$ cat src/rtl/mem_stage_requester.sv
// Y86-64 memory-stage initiator: decodes one access and runs it over a
// req/ready + rvalid handshake, with range and timeout fault reporting.
module mem_stage_requester #(
    parameter int unsigned MEM_WORDS = 256,
    parameter int unsigned TIMEOUT   = 16
) (
    input  logic        clk,
    input  logic        rst,
    input  logic        start,
    input  logic [3:0]  icode,
    input  logic [63:0] valE,
    input  logic [63:0] valA,
    input  logic [63:0] valP,
    output logic        mem_req,
    output logic        mem_we,
    output logic [63:0] mem_addr,
    output logic [63:0] mem_wdata,
    input  logic        mem_ready,
    input  logic        mem_rvalid,
    input  logic [63:0] mem_rdata,
    output logic [63:0] valM,
    output logic        busy,
    output logic        done,
    output logic        mem_error
);

    localparam int CW = $clog2(TIMEOUT + 1);

    typedef enum logic [1:0] {
        S_IDLE,
        S_ISSUE,
        S_WAIT_R,
        S_DONE
    } state_t;

    state_t          state_q, state_d;
    logic [63:0]     addr_q, addr_d;
    logic [63:0]     wdata_q, wdata_d;
    logic            we_q, we_d;
    logic [63:0]     valm_q, valm_d;
    logic            err_q, err_d;
    logic [CW-1:0]   cnt_q, cnt_d;

    logic            dec_acc;
    logic            dec_we;
    logic [63:0]     dec_addr;
    logic [63:0]     dec_data;
    logic            in_range;
    logic            tmo_hit;

    // Instruction decode into access type, address and write data.
    always_comb begin
        dec_acc  = 1'b0;
        dec_we   = 1'b0;
        dec_addr = 64'd0;
        dec_data = 64'd0;
        case (icode)
            4'h4: begin dec_acc = 1'b1; dec_we = 1'b1; dec_addr = valE; dec_data = valA; end
            4'h5: begin dec_acc = 1'b1; dec_addr = valE; end
            4'h8: begin dec_acc = 1'b1; dec_we = 1'b1; dec_addr = valE; dec_data = valP; end
            4'h9: begin dec_acc = 1'b1; dec_addr = valA; end
            4'hA: begin dec_acc = 1'b1; dec_we = 1'b1; dec_addr = valE; dec_data = valA; end
            4'hB: begin dec_acc = 1'b1; dec_addr = valA; end
            default: ;
        endcase
    end

    assign in_range = dec_addr < 64'(MEM_WORDS);
    assign tmo_hit  = cnt_q == CW'(TIMEOUT - 1);

    // Next-state and datapath updates for the access sequencer.
    always_comb begin
        state_d = state_q;
        addr_d  = addr_q;
        wdata_d = wdata_q;
        we_d    = we_q;
        valm_d  = valm_q;
        err_d   = err_q;
        cnt_d   = cnt_q;
        unique case (state_q)
            S_IDLE: begin
                if (start) begin
                    err_d   = 1'b0;
                    addr_d  = dec_addr;
                    wdata_d = dec_data;
                    we_d    = dec_we;
                    cnt_d   = '0;
                    if (!dec_acc) begin
                        state_d = S_DONE;
                    end else if (!in_range) begin
                        err_d   = 1'b1;
                        state_d = S_DONE;
                    end else begin
                        state_d = S_ISSUE;
                    end
                end
            end
            S_ISSUE: begin
                if (mem_ready) begin
                    state_d = we_q ? S_DONE : S_WAIT_R;
                    if (!tmo_hit) cnt_d = cnt_q + 1'b1;
                end else if (tmo_hit) begin
                    err_d   = 1'b1;
                    state_d = S_DONE;
                end else begin
                    cnt_d = cnt_q + 1'b1;
                end
            end
            S_WAIT_R: begin
                if (mem_rvalid) begin
                    valm_d  = mem_rdata;
                    state_d = S_DONE;
                end else if (tmo_hit) begin
                    err_d   = 1'b1;
                    state_d = S_DONE;
                end else begin
                    cnt_d = cnt_q + 1'b1;
                end
            end
            S_DONE: begin
                state_d = S_IDLE;
            end
            default: state_d = S_IDLE;
        endcase
    end

    // State and datapath registers; reset aborts any access at once.
    always_ff @(posedge clk or posedge rst) begin
        if (rst) begin
            state_q <= S_IDLE;
            addr_q  <= 64'd0;
            wdata_q <= 64'd0;
            we_q    <= 1'b0;
            valm_q  <= 64'd0;
            err_q   <= 1'b0;
            cnt_q   <= '0;
        end else begin
            state_q <= state_d;
            addr_q  <= addr_d;
            wdata_q <= wdata_d;
            we_q    <= we_d;
            valm_q  <= valm_d;
            err_q   <= err_d;
            cnt_q   <= cnt_d;
        end
    end

    assign mem_req   = state_q == S_ISSUE;
    assign mem_we    = mem_req & we_q;
    assign mem_addr  = addr_q;
    assign mem_wdata = wdata_q;
    assign valM      = valm_q;
    assign busy      = state_q != S_IDLE;
    assign done      = state_q == S_DONE;
    assign mem_error = err_q;

endmodule
$ cat config.mk
export PLATFORM = sky130hd
export DESIGN_NAME = mem_stage_requester
export DESIGN_NICKNAME = d
export VERILOG_FILES = /design/src/rtl/mem_stage_requester.sv
export SDC_FILE = /design/constraint.sdc
export NUM_CORES = 1
export LEC_CHECK = 0
export ABC_AREA = 1
export BUFFER_PORTS_ARGS = -buffer_cell sky130_fd_sc_hd__buf_4
export CAP_MARGIN = 10
export CELL_PAD_IN_SITES_DETAIL_PLACEMENT = 1
export CELL_PAD_IN_SITES_GLOBAL_PLACEMENT = 2
export CORE_MARGIN = 2
export CORE_UTILIZATION = 24
export DETAILED_ROUTE_END_ITERATION = 10
export PLACE_DENSITY = 0.81
export SLEW_MARGIN = 20
export SYNTH_ARGS = -nofsm -noshare
export SYNTH_HDL_FRONTEND = slang
export SYNTH_SLANG_ARGS = --single-unit
$ cat constraint.sdc
create_clock -name clk -period 7.5 [get_ports clk]
set_input_delay 0 -clock clk [delete_from_list [all_inputs] [get_ports clk]]
set_output_delay 0 -clock clk [all_outputs]
set_load 0.02 [all_outputs]
; Yosys cells after proc, flatten, opt, wreduce, memory -nomap -nowiden
; Cells that the tools add are included.
[classes]
addsub = 1
order_cmp = 1
eq_ne = 13
mux = 23
bitwise = 1
reduce_logical = 12
[op_table]
columns = operator, count
row1 = case mux 64 bit (2 select lines), 2
row2 = "less-than comparator 64 x 9 -> 1 bit, second input constant", 1
row3 = "== test 4 bit, second input constant", 4
row4 = 2-to-1 mux 5 bit, 3
row5 = case mux 5 bit (3 select lines), 1
row6 = 2-to-1 mux 2 bit, 6
row7 = 2-to-1 mux 1 bit, 9
row8 = "== test 4 x 3 -> 1 bit, second input constant", 2
row9 = case mux 2 bit (4 select lines), 1
row10 = "!= test 2 bit, second input constant", 3
row11 = OR reduction 6 bit, 1
row12 = "adder 5 x 1 -> 5 bit, second input constant", 1
row13 = "== test 5 x 4 -> 1 bit, second input constant", 1
row14 = "== test 2 bit, second input constant", 2
row15 = AND reduction 2 bit, 2
row16 = AND reduction 4 bit, 1
row17 = OR reduction 2 bit, 2
row18 = OR reduction 4 bit, 1
row19 = case mux 1 bit (3 select lines), 1
row20 = AND reduction 3 bit, 1
row21 = nonzero test 3 bit, 1
row22 = OR reduction 3 bit, 1
row23 = "== test 2 x 1 -> 1 bit, second input constant", 1
row24 = logical NOT 2 bit, 1
row25 = other kinds (2), 2
[totals]
reg_bits = 201

; Logic depth before layout (Yosys ltp)
; Gate-level depths: netlist of the first run.
[depth]
word_depth = 8
depth_mapped = 15

; Worst setup path after synthesis of the first run
; Ideal clock, no wire load.
[synth_path]
kind = register -> register
from = reg state_q[0]
to = reg cnt_q[3]
setup_ns = 0.088
t_arrival_ns = 1.826
required_ns = 7.412
setup_slack_ns = 5.586
path_stages_with_launch = 13
path_buffers = 0
synth_period_minus_slack_ns = 1.914
path_cell_list = dfrtp_1 inv_1 ha_1 inv_1 nor2_1 nor3_1 inv_1 nor2_1 nor2_1 nor2_1 nand3_1 nand2_1 nor3b_1
[synth_between]
elab_chain_len = 3
[synth_lines]
columns = item, line_no
row1 = "start, declared", 36  ; state_t state_q, state_d;
row2 = "start signal, assigned", 138  ; state_q <= state_d;
row3 = == test 2 bit (tied with other cells), 80  ; unique case (state_q)
row4 = != test 2 bit (no source line) / nonzero test 3 bit (equally long branches), --
row5 = AND reduction 3 bit (no source line), --
row6 = "end signal, assigned", 144  ; cnt_q <= cnt_d;
row7 = "end, declared", 42  ; logic [CW-1:0] cnt_q, cnt_d;
; Parallel ways exist; a longest one is shown, timed or not.
; A chain may end at the register's enable or synchronous reset.

; Worst setup path after layout of the first run
[layout_path]
from = reg state_q[1]
to = reg wdata_q[49] (netlist: mem_wdata[49])
[layout_between]
elab_chain_len = 2
[layout_lines]
columns = item, line_no
row1 = logical NOT 2 bit, 80
row2 = AND reduction 2 bit (no source line), --
row3 = "end signal, assigned", 140  ; wdata_q <= wdata_d;
row4 = "end, declared", 38  ; logic [63:0] wdata_q, wdata_d;
; No other way between the ends.

==> flow_summary.toml, run 1 <==
[yosys]
yosys.cell_types.count = 24
async_flop_share_pct = 100
synth-seq-area-share_pct = 55.1
synth_seq_cells = 201
synthFlopType = "dfrtp_1"
synth_warnings = 0
synth_top_area_share_pct = 55.1
yosys.area.top_type = "dfrtp_1"
synthesis.nets = 1413
syn_inst = 1141
ys_top_cells_by_area = "dfrtp_1 (55%), nand2_1 (21%), a31oi_1 (7.7%), nor2_1 (6.6%), clkbuf_1 (1.9%)"
synth_area_sq_um = 9130
synthTopCellsByCount = "nand2_1 (506), dfrtp_1 (201), nor2_1 (160), a31oi_1 (112), clkbuf_1 (47)"
synth_edf_count = 0
syn_avg_cell_area_sq_um = 8.00
yosysMostFrequentCell = "nand2_1"

[floorplanning]
initial_utilization_pct = 24.3
pin_count = 462
core_sq_um = 37600
fp-row-count = 71
fp.dieW_um = 199
dieArea_sq_um = 39600
die_h_um = 199

[sta]
drv_slew = 0
fin_tns_setup_ps = 0
worstMarginPinSlew_ps = 954
setup_viol = 0
fmax_mhz = 301
min_period_ps = 3320
slew_headroom_pct = 36.4
finClkSkew_ps = 6.55
hold_violations = 0
fin_crit_sh_pct = 44.3
rsz0062_at_grt = "false"

[grt]
antenna_found_initial = 3
grt_first_pass_wirelength_um = 68500
grt-ovfl-total = 0
grt_max_degree = 86
first_global_vias = 12200
track_usage_pct = 22.2

[final_layout]
final_cell_count_no_fill = 2410
area_growth_pct = 85.8
nets = 2148
layout-drive-gt1-share_pct = 28.3

[clock_network]
cts_hold_buf = 304
h-tree-depth = 1
clock-root-buffer = "clkbuf_16"
cts_tree = "done"
clockBufferDepth = 3
post_cts.repair.setup_buffers = 0
post_cts_resized = 0
path_clk_slew_ps = 60
cts_buffers = 26
clock_latency_ps = 550
cts.sinks = 201

[routing]
vias = 11000
drt-wirelength-per-cell_um = 18.7
viasPerCell = 4.55
drt_first_iter_violations = 322
drt_first_pass_iters = 4
drc = 0
final_antenna_net_count = 0
totalWireLength_um = 45200

[placement]
dp.cells = 2055
numPortBuffers = 461
gp_congestion = 0.789
dp_hpwl_um = 29400

[setup_path]
cp_max_fo = 78
cp.required_ps = 7980
crit_path_start_kind = "register"
path_class = "register to register"
crit_path_end_kind = "register"
worstPathArrival_ps = 3800

[run_status]
status = "completed"

[power]
power_density_nw_per_um2 = 392
ir_drop_mv = 0.172
p_leak_nw = 8.25

[flow_run]
drv_cap = 0

[hold_path]
min_path_type = "primary input to register"
## area by class of cell
cell class                 instances  area, sq um
clock inverter                    14          164
inverter                          19         83.8
multi-input combinational        852         3710
tap                              511          639
clock buffer                      34          741
antenna                            3         7.51
sequential                       201         5030
timing repair buffer             776         6590
fill                            4443        20600
## where the power goes
group	leakage (nW)	internal, mW	switching, mW
Clock	0.443	0.799	0.520
Combinational	5.36	1.60	1.79
Sequential	2.45	1.61	0.324
Total	8.25	4.01	2.64
## worst max-delay path, cell delays in order (launching register included)
cell and delay (ps):
dfrtp_1 430, inv_1 130, ha_1 190, nand2_1 60, buf_4 250, inv_6 440, buf_4 740, nor2_1 120
a31oi_1 220, dlygate4sd3_1 590
## routing by layer
| layer | vias to the layer above | track usage (%) | share of wire, % |
|---|---|---|---|
| met2 | 380 | 40.1 | 49 |
| met5 | - | 0 | 0 |
| met4 | 0 | 6.66 | 2.5 |
| li1 | 5159 | - | - |
| met1 | 5367 | 25.0 | 39 |
| met3 | 70 | 7.02 | 8.7 |
## final timing paths
check / startpoint / depth (start not counted) / end / slack (ps)
max: state_q[1]$_DFFE_PP0P_ / 9 / mem_wdata[49]$_DFFE_PP0P_ / 4180
min: icode[2] / 5 / we_q$_DFFE_PP0P_ / 70
max reg2reg: state_q[1]$_DFFE_PP0P_ / 9 / mem_wdata[49]$_DFFE_PP0P_ / 4180
min reg2reg: valM[29]$_DFFE_PP0P_ / 2 / valM[29]$_DFFE_PP0P_ / 480
max in group asynchronous: rst / 4 / mem_addr[57]$_DFFE_PP0P_ / 6020
min in group asynchronous: rst / 3 / valM[42]$_DFFE_PP0P_ / 80
## cells in the final DEF, fill, tap and decap left out
cell type and instances:
nand2_1 504, inv_8 1, dfrtp_1 201, a32oi_1 1, clkinvlp_4 3, clkbuf_16 26
o31ai_1 2, clkinv_8 1, o21a_1 1, clkbuf_1 2, bufinv_16 3, o22ai_1 1
buf_4 472, nand2_4 1, a31oi_1 112, nor2_4 1, o21ai_1 1, diode_2 3
clkbuf_8 6, a21oi_1 5, nor3b_1 1, o21ai_0 19, nand3_1 5, dlygate4sd3_1 304
nor3_1 4, ha_1 7, inv_6 1, inv_2 3, nor2_1 159, nand2_2 11
inv_1 14, a22oi_1 17, clkinv_2 7
## state kept, by name, indices dropped and copies added (netlist names)
signal,flops
state_q,2
valM,64
mem_wdata,64
we_q,1
mem_addr,64
mem_error,1
cnt_q,5
## cells by family after synthesis
kind of cell             count (synthesis)  share of synthesized area (%)
buffers and inverters                   88                           4.43
AO/OA/AOI/OAI                          159                           10.9
AND/OR/NAND/NOR                        686                           28.6
adder cells (fa/ha/maj)                  7                          0.960
flip-flops                             201                           55.1
## per-stage QoR
step	instance area, sq um	utilization [%]	hold WS (ps)	setup slack (ps)	power (mW)
6_report	17000	45.1	67.9	4180	6.65
5_1_grt	17000	45.1	141	3950	7.07
4_1_cts	17000	45.1	54.2	4280	6.64
3_5_place_dp	13000	34.6	142	4310	4.72
3_3_place_gp	13000	34.6	153	4480	4.65
2_1_floorplan	9130	-	110	2020	3.37
(Power assumes the default switching activity.)
==> run 2, diff against run 1 <==
==> constraint.sdc (replaced) <==
create_clock -name clk -period 3.3 [get_ports clk]
set_input_delay 0 -clock clk [delete_from_list [all_inputs] [get_ports clk]]
set_output_delay 0 -clock clk [all_outputs]
set_load 0.02 [all_outputs]
==> flow_summary.toml, run 2 (synthesis gave the netlist of run 1 again) <==
[placement]
preCtsSetupSlack_ps = 925
dp_hpwl_um = 30400
gp_congestion = 0.781
numPortBuffers = 461
dp.cells = 2062

[final_layout]
final_cell_count_no_fill = 2427
fillers = 4469
nets = 2165
regArea_sq_um = 5030
mostFrequentLayoutCells = "nand2_1 (504), buf_4 (474), dlygate4sd3_1 (314), dfrtp_1 (201), nor2_1 (159)"
area_growth_pct = 87.3
mostFrequentLayoutCell = "nand2_1"
layout-drive-gt1-share_pct = 28.0
multi_input_area_sq_um = 3710

[setup_path]
path_class = "register to register"
cp_max_fo = 67
crit_path_start_kind = "register"
crit_start = "state_q[1]$_DFFE_PP0P_"
cp.required_ps = 3760
crit_end = "mem_wdata[36]$_DFFE_PP0P_"
reg2reg_to = "mem_wdata[36]$_DFFE_PP0P_"
worst_r2r_path_depth = 8
r2r_start = "state_q[1]$_DFFE_PP0P_"
worstPathArrival_ps = 3250
ff2ff_setup_slack_ps = 520
crit_path_end_kind = "register"

[sta]
worstMarginPinSlew_ps = 936
drv_slew = 0
fmax_mhz = 359
slew_headroom_pct = 37.6
fin_tns_setup_ps = 0
hold_violations = 0
hold_ws_ps = 37.7
setup_viol = 0
fin_crit_sh_pct = 84.4
fin_ws_ps = 515
finClkSkew_ps = 14.9
min_period_ps = 2780
rsz0062_at_grt = "false"

[clock_network]
cts.sinks = 201
clock_latency_ps = 530
path_clk_slew_ps = 60
clock-root-buffer = "clkbuf_16"
cts_buffers = 26
h-tree-depth = 1
post_cts.repair.setup_buffers = 0
post_cts_resized = 0
cts_hold_buf = 314
cts_tree = "done"
clockBufferDepth = 3

[grt]
first_global_vias = 12300
top_usage_layer = "met2"
grt-ovfl-total = 0
track_usage_pct = 22.8
grt_use_met2_pct = 40.1
grt_first_pass_wirelength_um = 70300
antenna_found_initial = 4
grtUsageMet3_pct = 7.65
gr-usage-met1_pct = 25.8
grt_max_degree = 78

[routing]
totalWireLength_um = 46200
vias = 11000
drt-wirelength-per-cell_um = 19.0
drt_first_iter_violations = 342
drt_first_pass_iters = 4
viasPerCell = 4.55
drc = 0
final_antenna_net_count = 0

[hold_path]
min_path_type = "primary input to register"

[flow_run]
drv_cap = 0

[floorplanning]
die_h_um = 199
fp-row-count = 71
core_sq_um = 37600
pin_count = 462
initial_utilization_pct = 24.3
fp.dieW_um = 199
dieArea_sq_um = 39600

[power]
p_leak_nw = 8.29
ir_drop_mv = 0.425
power_density_nw_per_um2 = 883

[run_status]
status = "completed"
==> run 2: per-stage QoR <==
step / power (mW) / area, sq um / utilization [%]
4_1_cts: 15.0 / 17100 / 45.5
2_1_floorplan: 7.66 / 9130 / -
6_report: 15.1 / 17100 / 45.5
5_1_grt: 16.0 / 17100 / 45.5
3_5_place_dp: 10.8 / 13100 / 34.9
3_3_place_gp: 10.7 / 13100 / 34.9
==> run 2: worst min path at each step <==
stage / startpoint / endpoint / slack [ps] / cells after the start
3_5_place_dp: mem_rdata[34] / valM[34]$_DFFE_PP0P_ / 200 / 3
6_report: mem_rvalid / mem_error$_DFFE_PP0P_ / 40 / 8
3_3_place_gp: mem_rdata[55] / valM[55]$_DFFE_PP0P_ / 200 / 3
2_1_floorplan: mem_rdata[0] / valM[0]$_DFFE_PP0P_ / 110 / 2
4_1_cts: mem_rvalid / cnt_q[1]$_DFFE_PP0P_ / 4 / 8
5_1_grt: mem_rvalid / mem_error$_DFFE_PP0P_ / 70 / 8
==> run 2: routing by layer <==
metal | part of all wire (%) | routed length (um)
met5 | 0 | 0
met4 | 3.5 | 1620
met3 | 8.9 | 4100
met2 | 49 | 22400
met1 | 39 | 18000
==> run 2: power by group <==
part           switching, mW  internal, mW
clock network           1.13          1.63
registers              0.763          3.67
logic                   4.17          3.74
total                   6.06          9.04
==> run 2: worst max-delay path, cell delays in order (launching register included) <==
cell and delay, ps:
dfrtp_1 440, inv_1 150, ha_1 190, nand2_1 120, inv_6 420, buf_4 340
nor2_1 100, a31oi_1 270, dlygate4sd3_1 640
==> run 2: area by class of cell <==
class	count	share of cell area (%)
Clock inverter	4	0.183
Clock buffer	41	4.61
Antenna cell	6	0.0878
Tap cell	511	3.74
Timing Repair Buffer	793	39.8
Inverter	19	0.468
Multi-Input combinational cell	852	21.7
Sequential cell	201	29.4
==> run 3, diff against run 2 <==
==> constraint.sdc (replaced) <==
create_clock -name clk -period 2.7 [get_ports clk]
set_input_delay 0 -clock clk [delete_from_list [all_inputs] [get_ports clk]]
set_output_delay 0 -clock clk [all_outputs]
set_load 0.02 [all_outputs]
==> flow_summary.toml, run 3 (synthesis gave the netlist of run 1 again) <==
[routing]
drt_first_iter_violations = 320
vias = 11000
drt_first_pass_iters = 4
totalWireLength_um = 45800
viasPerCell = 4.53
drc = 0
drt-wirelength-per-cell_um = 18.9
final_antenna_net_count = 0

[setup_path]
crit_path_end_kind = "register"
worst_r2r_path_depth = 8
cp_max_fo = 49
worstPathArrival_ps = 2990
r2r_start = "state_q[0]$_DFFE_PP0P_"
path_class = "register to register"
ff2ff_setup_slack_ps = 180
crit_path_start_kind = "register"
reg2reg_to = "mem_addr[43]$_DFFE_PP0P_"
cp.required_ps = 3170

[grt]
grt-ovfl-total = 0
grt_max_degree = 72
antenna_found_initial = 2
grt_first_pass_wirelength_um = 68600
first_global_vias = 12400
track_usage_pct = 22.3

[floorplanning]
fp-row-count = 71
pin_count = 462
die_h_um = 199
dieArea_sq_um = 39600
fp.dieW_um = 199
initial_utilization_pct = 24.3
core_sq_um = 37600

[hold_path]
min_path_type = "primary input to async pin"

[sta]
worstMarginPinSlew_ps = 708
fmax_mhz = 397
slew_headroom_pct = 52.8
drv_slew = 0
min_period_ps = 2520
hold_violations = 0
fin_tns_setup_ps = 0
fin_ws_ps = 183
setup_viol = 0
rsz0062_at_grt = "false"
finClkSkew_ps = 10.8
fin_crit_sh_pct = 93.2

[power]
power_density_nw_per_um2 = 1080
ir_drop_mv = 0.594
p_leak_nw = 8.32

[clock_network]
path_clk_slew_ps = 60
clockBufferDepth = 3
post_cts_resized = 0
cts_tree = "done"
post_cts.repair.setup_buffers = 0
clock_latency_ps = 540
h-tree-depth = 1
cts.sinks = 201
clock-root-buffer = "clkbuf_16"
cts_buffers = 27

[run_status]
status = "completed"

[final_layout]
postLayoutCellArea_sq_um = 17100
final_cell_count_no_fill = 2429
layout-drive-gt1-share_pct = 28.3
nets = 2166
mostFrequentLayoutCell = "nand2_1"
mostFrequentLayoutCells = "nand2_1 (504), buf_4 (473), dlygate4sd3_1 (312), dfrtp_1 (201), nor2_1 (159)"
area_growth_pct = 87.7

[flow_run]
drv_cap = 0

[placement]
dp_hpwl_um = 30000
numPortBuffers = 461
placed_area_sq_um = 13200
gp_congestion = 0.784
preCtsSetupSlack_ps = 547
dp.cells = 2064
[run 3: cell type report]
cell class | instances | area, sq um
Clock buffer | 40 | 774
Antenna cell | 3 | 7.51
Tap cell | 511 | 639
Fill cell | 4453 | 20400
Multi-Input combinational cell | 852 | 3710
Clock inverter | 10 | 60.1
Inverter | 19 | 80.1
Sequential cell | 201 | 5030
Timing Repair Buffer | 793 | 6830
[run 3: power by group]
part	internal, mW	switching, mW
Clock	1.98	1.43
Sequential	4.49	0.925
Combinational	4.58	5.09
Total	11.0	7.45
[run 3: worst max path at each step]
| stage | startpoint | to | slack, ps |
|---|---|---|---|
| 3_3_place_gp | icode[0] | state_q[1]$_DFFE_PP0P_ | 600 |
| 4_1_cts | state_q[0]$_DFFE_PP0P_ | mem_addr[47]$_DFFE_PP0P_ | 260 |
| 2_1_floorplan | rst | cnt_q[0]$_DFFE_PP0P_ | 100 |
| 3_5_place_dp | state_q[0]$_DFFE_PP0P_ | cnt_q[3]$_DFFE_PP0P_ | 550 |
| 5_1_grt | state_q[0]$_DFFE_PP0P_ | mem_addr[43]$_DFFE_PP0P_ | 10 |
| 6_report | state_q[0]$_DFFE_PP0P_ | mem_addr[43]$_DFFE_PP0P_ | 180 |
[run 3: routing by layer]
metal	global-route usage (%)	up-vias	wire, um
li1	-	5205	-
met1	24.4	5314	17700
met2	40.0	396	22500
met3	7.71	79	4170
met4	7.82	0	1440
met5	0	-	0
[run 3: per-stage QoR]
stage | total power, mW | utilization (%) | hold slack (ps)
2_1_floorplan | 9.37 | - | 110
3_3_place_gp | 13.1 | 35.1 | 107
3_5_place_dp | 13.2 | 35.1 | 103
4_1_cts | 18.4 | 45.6 | 83.0
5_1_grt | 19.7 | 45.6 | 129
6_report | 18.5 | 45.6 | 87.4
[run 3: critical path: stages (launching register included)]
cell and delay [ps]:
dfrtp_1 420, inv_1 140, ha_1 190, nand2_1 130, inv_6 360, buf_4 300, nor2_1 70, a31oi_1 180
dlygate4sd3_1 610
[run 3: repair_timing]
| action | in CTS | in global routing |
|---|---|---|
| endpoints found under the hold margin | 272 | 0 |
| hold buffers | 312 | 0 |
| endpoints found under the setup margin | 0 | 0 |
